**src/rtl/load_store_unit.sv**
```systemverilog
`default_nettype none
// ============================================================================
// Module      : load_store_unit
// Description : RV32I memory-access stage. Issues one data-memory transaction
//               (req/gnt, then rvalid) per load/store, aligns and extends load
//               data, replicates store data into byte lanes, passes non-memory
//               results through, and flags misaligned and bus-timeout errors.
// Revision    : 1.0 - initial release
// ============================================================================
module load_store_unit #(
    parameter int XLEN     = 32,
    parameter int MAX_WAIT = 15
) (
    input  logic            clk,
    input  logic            rst_n,
    // Execute side
    input  logic            ex_valid,
    output logic            ex_ready,
    input  logic            ex_mem_en,
    input  logic            ex_store,
    input  logic            ex_unsigned,
    input  logic [1:0]      ex_size,
    input  logic [XLEN-1:0] ex_addr,
    input  logic [XLEN-1:0] ex_wdata,
    input  logic [4:0]      ex_rd,
    // Data-memory side
    output logic            dmem_req,
    output logic            dmem_we,
    output logic [3:0]      dmem_be,
    output logic [XLEN-1:0] dmem_addr,
    output logic [XLEN-1:0] dmem_wdata,
    input  logic            dmem_gnt,
    input  logic            dmem_rvalid,
    input  logic [XLEN-1:0] dmem_rdata,
    // Writeback side
    output logic            wb_valid,
    input  logic            wb_ready,
    output logic [4:0]      wb_rd,
    output logic            wb_we,
    output logic [XLEN-1:0] wb_data,
    output logic            exc_misalign,
    output logic            exc_bus_err
);

    typedef enum logic [1:0] {
        S_IDLE = 2'd0,
        S_REQ  = 2'd1,
        S_WAIT = 2'd2,
        S_RESP = 2'd3
    } state_t;

    // Last counter value of a phase; the phase times out on the edge ending it.
    localparam logic [7:0] WAIT_LAST = 8'(MAX_WAIT - 1);

    state_t          state_q, state_d;
    logic [7:0]      cnt_q, cnt_d;
    logic            store_q, store_d;
    logic            unsigned_q, unsigned_d;
    logic [1:0]      size_q, size_d;
    logic [1:0]      lane_q, lane_d;
    logic [3:0]      be_q, be_d;
    logic [XLEN-1:0] addr_q, addr_d;
    logic [XLEN-1:0] wdata_q, wdata_d;
    logic [4:0]      rd_q, rd_d;
    logic [XLEN-1:0] wb_data_q, wb_data_d;
    logic            wb_we_q, wb_we_d;
    logic            exc_misalign_q, exc_misalign_d;
    logic            exc_bus_err_q, exc_bus_err_d;

    logic            misalign;
    logic [3:0]      new_be;
    logic [XLEN-1:0] new_wdata;
    logic [7:0]      ld_byte;
    logic [15:0]     ld_half;
    logic [XLEN-1:0] ld_data;

    // Decode alignment, byte enables and lane-replicated store data of the incoming op
    always_comb begin
        misalign  = 1'b0;
        new_be    = 4'b1111;
        new_wdata = ex_wdata;
        case (ex_size)
            2'b00: begin
                new_be    = 4'b0001 << ex_addr[1:0];
                new_wdata = {4{ex_wdata[7:0]}};
            end
            2'b01: begin
                misalign  = ex_addr[0];
                new_be    = ex_addr[1] ? 4'b1100 : 4'b0011;
                new_wdata = {2{ex_wdata[15:0]}};
            end
            2'b10: begin
                misalign  = |ex_addr[1:0];
            end
            default: begin
                misalign  = 1'b1;
            end
        endcase
    end

    // Select the addressed lane of the read word and sign/zero-extend it
    always_comb begin
        ld_byte = dmem_rdata[{lane_q, 3'b000} +: 8];
        ld_half = dmem_rdata[{lane_q[1], 4'b0000} +: 16];
        case (size_q)
            2'b00:   ld_data = {{(XLEN-8){ld_byte[7] & ~unsigned_q}}, ld_byte};
            2'b01:   ld_data = {{(XLEN-16){ld_half[15] & ~unsigned_q}}, ld_half};
            default: ld_data = dmem_rdata;
        endcase
    end

    // Next-state and datapath update for the transaction sequencer
    always_comb begin
        state_d        = state_q;
        cnt_d          = cnt_q;
        store_d        = store_q;
        unsigned_d     = unsigned_q;
        size_d         = size_q;
        lane_d         = lane_q;
        be_d           = be_q;
        addr_d         = addr_q;
        wdata_d        = wdata_q;
        rd_d           = rd_q;
        wb_data_d      = wb_data_q;
        wb_we_d        = wb_we_q;
        exc_misalign_d = exc_misalign_q;
        exc_bus_err_d  = exc_bus_err_q;

        case (state_q)
            S_IDLE: begin
                if (ex_valid) begin
                    rd_d           = ex_rd;
                    cnt_d          = 8'd0;
                    exc_misalign_d = 1'b0;
                    exc_bus_err_d  = 1'b0;
                    if (!ex_mem_en) begin
                        state_d   = S_RESP;
                        wb_data_d = ex_addr;
                        wb_we_d   = (ex_rd != 5'd0);
                    end else if (misalign) begin
                        // Faulting address is reported as the result
                        state_d        = S_RESP;
                        wb_data_d      = ex_addr;
                        wb_we_d        = 1'b0;
                        exc_misalign_d = 1'b1;
                    end else begin
                        state_d    = S_REQ;
                        store_d    = ex_store;
                        unsigned_d = ex_unsigned;
                        size_d     = ex_size;
                        lane_d     = ex_addr[1:0];
                        be_d       = new_be;
                        addr_d     = {ex_addr[XLEN-1:2], 2'b00};
                        wdata_d    = new_wdata;
                        wb_data_d  = '0;
                        wb_we_d    = 1'b0;
                    end
                end
            end
            S_REQ: begin
                if (dmem_gnt) begin
                    state_d = S_WAIT;
                    cnt_d   = 8'd0;
                end else if (cnt_q == WAIT_LAST) begin
                    state_d       = S_RESP;
                    exc_bus_err_d = 1'b1;
                    wb_we_d       = 1'b0;
                    wb_data_d     = addr_q;
                end else begin
                    cnt_d = cnt_q + 8'd1;
                end
            end
            S_WAIT: begin
                if (dmem_rvalid) begin
                    state_d = S_RESP;
                    if (!store_q) begin
                        wb_data_d = ld_data;
                        wb_we_d   = (rd_q != 5'd0);
                    end
                end else if (cnt_q == WAIT_LAST) begin
                    state_d       = S_RESP;
                    exc_bus_err_d = 1'b1;
                    wb_we_d       = 1'b0;
                    wb_data_d     = addr_q;
                end else begin
                    cnt_d = cnt_q + 8'd1;
                end
            end
            default: begin
                if (wb_ready) begin
                    state_d = S_IDLE;
                end
            end
        endcase
    end

    // State and datapath registers; reset abandons any transaction in flight
    always_ff @(posedge clk or negedge rst_n) begin
        if (!rst_n) begin
            state_q        <= S_IDLE;
            cnt_q          <= 8'd0;
            store_q        <= 1'b0;
            unsigned_q     <= 1'b0;
            size_q         <= 2'b00;
            lane_q         <= 2'b00;
            be_q           <= 4'b0000;
            addr_q         <= '0;
            wdata_q        <= '0;
            rd_q           <= 5'd0;
            wb_data_q      <= '0;
            wb_we_q        <= 1'b0;
            exc_misalign_q <= 1'b0;
            exc_bus_err_q  <= 1'b0;
        end else begin
            state_q        <= state_d;
            cnt_q          <= cnt_d;
            store_q        <= store_d;
            unsigned_q     <= unsigned_d;
            size_q         <= size_d;
            lane_q         <= lane_d;
            be_q           <= be_d;
            addr_q         <= addr_d;
            wdata_q        <= wdata_d;
            rd_q           <= rd_d;
            wb_data_q      <= wb_data_d;
            wb_we_q        <= wb_we_d;
            exc_misalign_q <= exc_misalign_d;
            exc_bus_err_q  <= exc_bus_err_d;
        end
    end

    // Output mapping: handshake strobes follow the state, payloads come from registers
    always_comb begin
        ex_ready     = (state_q == S_IDLE);
        dmem_req     = (state_q == S_REQ);
        dmem_we      = (state_q == S_REQ) && store_q;
        dmem_be      = be_q;
        dmem_addr    = addr_q;
        dmem_wdata   = wdata_q;
        wb_valid     = (state_q == S_RESP);
        wb_rd        = rd_q;
        wb_we        = wb_we_q;
        wb_data      = wb_data_q;
        exc_misalign = exc_misalign_q;
        exc_bus_err  = exc_bus_err_q;
    end

endmodule
`default_nettype wire

```
**config.mk**
```make
export PLATFORM = sky130hd
export DESIGN_NAME = load_store_unit
export DESIGN_NICKNAME = d
export VERILOG_FILES = /design/src/rtl/load_store_unit.sv
export SDC_FILE = /design/constraint.sdc
export NUM_CORES = 1
export LEC_CHECK = 0
export ABC_CLOCK_PERIOD_IN_PS = 3900
export CORE_ASPECT_RATIO = 1.75
export CORE_MARGIN = 2
export CORE_UTILIZATION = 69
export CTS_CLUSTER_DIAMETER = 50
export CTS_CLUSTER_SIZE = 24
export DETAILED_ROUTE_END_ITERATION = 12
export DONT_BUFFER_PORTS = 1
export GPL_ROUTABILITY_DRIVEN = 0
export PLACE_DENSITY_LB_ADDON = 0.08
export SYNTH_ARGS = -nofsm -noshare
export SYNTH_HDL_FRONTEND = slang
export SYNTH_SLANG_ARGS = --single-unit
```
**constraint.sdc**
```tcl
create_clock -name clk -period 3.9 [get_ports clk]
set_clock_uncertainty 0.1 [all_clocks]
set_input_delay 0.585 -clock clk [delete_from_list [all_inputs] [get_ports clk]]
set_output_delay 0.585 -clock clk [all_outputs]
set_load 0.1 [all_outputs]
```
==> results of run 1 <==
-- state kept, by name, indices dropped and copies added, names as in the netlist, 4 cells and up --
name        cells
dmem_wdata     32
wb_data        32
wb_rd           5
dmem_be         4
dmem_addr      30
cnt_q           8
-- metrics by stage --
stage	hold slack, ns	instance area (um2)	utilization	worst slack, ns	instances
2_1_floorplan	0.189	6760	-	0.865	682
3_5_place_dp	0.192	6750	0.713	0.867	758
5_1_grt	0.0718	7370	0.779	0.661	791
6_report	0.0328	7370	0.779	0.760	791
3_3_place_gp	0.192	6750	0.713	1.01	758
4_1_cts	0.0584	7370	0.779	0.826	791
-- worst register-to-register path: cells and delay by family, from the launching register on --
| family | cells | cell delay (ns) |
|---|---|---|
| AOI/OAI and AO/OA | 2 | 0.56 |
| DFF | 1 | 0.43 |
| adders and majority gates | 1 | 0.19 |
| and+or+nand+nor | 3 | 0.89 |
| buffers and inverters | 3 | 0.85 |
-- layout make-up --
type,count,area (um2)
sequential,122,3050
timing repair buffer,14,125
fill,634,2090
clock buffer,17,425
multi-input combinational,495,3430
inverter,6,22.5
clock inverter,15,168
tap,122,153
-- cell families (layout without fill, tap and decap cells) --
kind of cell	count (synthesis)	after routing
AOI/OAI and AO/OA	216	216
adders and majority gates	7	7
buffers and inverters	65	52
DFF	122	122
muxes	95	95
other	1	2
and+or+nand+nor	175	175
-- per-layer routing --
layer | track usage | part of all wire | up-vias
li1 | - | - | 2491
met1 | 0.403 | 0.34 | 2700
met2 | 0.585 | 0.48 | 364
met3 | 0.129 | 0.11 | 93
met4 | 0.239 | 0.063 | 0
met5 | 0 | 0 | -
-- timing repair --
action	CTS	global route
hold buffers	1	0
hold endpoints to repair	122	0
setup buffers	0	0
-- Yosys cell counts, types with 3 or more instances --
master,count,area (um2)
or2_2,3,18.8
o221ai_1,18,158
nand4_1,4,25.0
a311oi_1,8,70.1
nor3_1,7,35.0
nand2b_1,5,31.3
o31ai_1,6,45.0
nor2b_1,10,62.6
clkbuf_1,37,139
a21oi_1,70,350
inv_1,6,22.5
a22o_1,18,158
nand2_1,44,165
mux2_2,49,552
nor2_1,48,180
mux2i_1,45,450
nand3_1,15,75.1
o21ai_0,47,235
o22ai_1,12,75.1
a221o_1,6,60.1
dfrtp_1,122,3050
and2_1,9,56.3
buf_2,16,80.1
and3_1,12,75.1
a2111o_1,5,56.3
ha_1,7,87.6
a211oi_1,7,52.6
-- worst min path at each step --
stage,endpoint,slack (ns),cells after the start
floorplan,cnt_q[0],0.19,0
global placement,cnt_q[0],0.19,0
detailed placement,cnt_q[0],0.19,0
CTS,dmem_wdata[29],0.06,1
global route,cnt_q[2],0.07,1
finish,cnt_q[2],0.03,1
==> qor.yml, run 1 <==
seq_area_frac_synth: 0.452
rsz0062_at_grt: "false"
wl_per_cell_um: 23.9
std_cell_rows: 47
via_per_inst: 7.14
io_buffer_count: 0
start_kind: "register"
yosys_register_bits: 122
routed-via-count: 5648
core_area_um2: 9470
rrSetupSlack_ns: 0.76
path_class: "register to register"
dpl.hpwl_mm: 13.3
synthAdderAreaFrac: 0.0130
detail_route.wirelength_mm: 18.9
dr.pass1.iters: 6
critPathMaxFanout: 42
ys.flop_type: "dfrtp_1"
initial_core_util: 0.714
timing.rr.start: "state_q[0]"
fin_crit_ns: 3.14
cp-endpoint: "wb_data[4]"
finalHoldViolCount: 0
crit_family: "simple AND/OR/NAND/NOR gates"
max_cap_violations: 0
cpMaxStageDelayCell: "or2_1"
cp-end-kind: "register"
postCtsResizedCells: 0
synth_compound_area_frac: 0.211
clock_sink_count: 122
grt_usage: 0.363
synth-simple-area-share: 0.129
syn_area_per_cell_um2: 9.92
max_stage_delay_ns: 0.46
synthMuxAreaShare: 0.152
synthCells: 681
synth_cell_types: 60
io_pins: 224
final_common_cell: "dfrtp_1"
worst-path-stages: 9
diodes: 0
critPathLaunch: "state_q[0]"
setup_viol: 0
synth_top_family_by_area: "compound AO/OA/AOI/OAI gates"
synth_xor_area_frac: 0
first_global_vias: 5883
antenna_found_initial: 0
outcome: "finished, final reports clean"
postRouteAntennaNets: 0
fmax_ghz: 0.319
hp-class: "input pin to async pin"
grt_pass1_wl_mm: 29.7
path_clk_slew_ns: 0.06
die-height_um: 135
reg2reg_depth: 9
slew_violations: 0
die_x_um: 78.8
ys_warn_count: 0
syn-cell-area_um2: 6760
root_buffer: "clkbuf_16"
synthArstFlopShare: 1.00
htreeDepth: 4
cpMostUsedCell: "buf_4"
crit_chain: "inv_1 -> ha_1 -> buf_4 -> nor2b_1 -> a2111o_1 -> buf_4 -> or2_1 -> nor2b_4 -> a221o_1"
die-area_um2: 10600
grt_max_degree: 123
dr.first_iter.drc_count: 515
cts_inserted_buffers: 17
final_cell_mix: "dfrtp_1, a21oi_1, mux2_2, nor2_1, o21ai_0"
nets: 775
grt_overflow: 0
worstPathRequired_ns: 4.09
area_growth_pct: 9.13
r2r_end: "wb_data[4]"
cts_tree: "done"
worstPathArrival_ns: 3.33
cts_buffer_depth: 2
critPathBufInv: 3
synth_edf_count: 0
layout-drive-gt1-share: 0.163
drc: 0
finalSetupTns_ns: 0
finalCritPeriodShare: 0.805
clk_latency_ns: 0.42
worstMarginPinSlew_ns: 1.04
slew_headroom: 0.306
Power of run 1 is left out: the tool's default activity adds up to more than one toggle a clock period on the data nets, which glitch-free logic cannot reach.
==> run 2: changes to the inputs <==
- ABC_CLOCK_PERIOD_IN_PS: 3900 -> 3200
- CORE_UTILIZATION: 69 -> 64
- clock period: 3.9 -> 3.2 ns (I/O delays scaled with it)
==> qor.yml, run 2 (same netlist as run 1, synthesis figures left out) <==
final_cell_mix: "dfrtp_1, a21oi_1, mux2_2, nor2_1, o21ai_0"
root_buffer: "clkbuf_16"
critPathMaxFanout: 43
initial_core_util: 0.656
fill_cells: 748
cts_buffer_depth: 2
crit_family: "compound AO/OA/AOI/OAI gates"
dpl.hpwl_mm: 13.8
cts_setup_buffers: 0
wl_per_cell_um: 24.3
core_area_um2: 10300
finalSetupTns_ns: 0
worstPathRequired_ns: 3.40
r2r_end: "wb_data[3]"
rrSetupSlack_ns: 0.58
via_per_inst: 6.99
critPathBufInv: 3
hp-class: "input pin to async pin"
die-height_um: 140
postCtsResizedCells: 0
max_stage_delay_ns: 0.41
finalHoldViolCount: 122
area_growth_pct: 9.74
max_cap_violations: 0
first_global_vias: 5857
final_common_cell: "dfrtp_1"
htreeDepth: 4
cpMaxStageDelayCell: "dfrtp_1"
antenna_found_initial: 0
cpMostUsedCell: "buf_4"
crit_chain: "inv_1 -> ha_1 -> buf_4 -> nor2b_1 -> a2111o_1 -> buf_4 -> a31o_2 -> a221o_1"
grt_max_degree: 123
violations: "hold timing"
routed-via-count: 5635
reg2reg_depth: 8
ff_latch_area_um2: 3050
drc: 0
nets: 785
slew_violations: 0
rsz0062_at_grt: "false"
whs_ns: -0.347
grt_pass1_wl_mm: 30.3
finalCritPeriodShare: 0.819
cts_inserted_buffers: 17
grt_usage: 0.347
setup_viol: 0
die_x_um: 81.7
layout-drive-gt1-share: 0.175
timing.rr.start: "state_q[0]"
path_clk_slew_ns: 0.06
cts_tree: "done"
postRouteAntennaNets: 0
diodes: 0
dr.first_iter.drc_count: 346
fmax_ghz: 0.382
path_class: "register to register"
outcome: "finished, violations left"
slew_headroom: 0.235
clock_sink_count: 122
clk_latency_ns: 0.42
detail_route.wirelength_mm: 19.6
io_buffer_count: 0
io_pins: 224
dr.pass1.iters: 5
worstPathArrival_ns: 2.82
cp-end-kind: "register"
start_kind: "register"
std_cell_rows: 49
grt_overflow: 0
multi_input_area_um2: 3430
worstMarginPinSlew_ns: 1.15
fin_crit_ns: 2.62
die-area_um2: 11400
[run 2: worst max path at each step]
stage / from / endpoint / slack [ns] / cells after the start
floorplan: state_q[1] / dmem_we / 0.27 / 4
global route: state_q[0] / wb_data[3] / 0.44 / 8
global placement: state_q[0] / wb_data[5] / 0.68 / 8
detailed placement: state_q[0] / wb_data[4] / 0.60 / 8
CTS: state_q[0] / wb_data[4] / 0.58 / 8
finish: state_q[0] / wb_data[3] / 0.58 / 8
[run 2: layout make-up]
class / instances / area share
Sequential cell: 122 / 0.412
Tap cell: 127 / 0.0214
Inverter: 6 / 0.00304
Clock buffer: 19 / 0.0611
Clock inverter: 13 / 0.0162
Multi-Input combinational cell: 495 / 0.462
Timing Repair Buffer: 24 / 0.0243
[run 2: stage by stage]
stage,util,area (um2),cells,worst slack (ns),hold WS [ns]
floorplan,-,6760,682,0.270,0.0844
global placement,0.664,6840,774,0.685,0.0866
detailed placement,0.664,6840,774,0.596,0.0868
CTS,0.720,7420,806,0.579,-0.353
global route,0.720,7420,806,0.443,-0.353
finish,0.720,7420,806,0.580,-0.347
[run 2: routing by layer]
metal | vias up | wire, um | GRT usage
met4 | 0 | 930 | 0.180
met3 | 67 | 1940 | 0.113
met2 | 330 | 9820 | 0.578
met5 | - | 0 | 0
met1 | 2740 | 6880 | 0.388
li1 | 2498 | - | -
[run 2: worst reg2reg max path, stage by stage, from the launching register on]
cell and delay [ns]:
dfrtp_1 0.41, inv_1 0.11, ha_1 0.22, buf_4 0.24
nor2b_1 0.21, a2111o_1 0.31, buf_4 0.27, a31o_2 0.33
a221o_1 0.30
Power of run 2 is left out for the same reason.
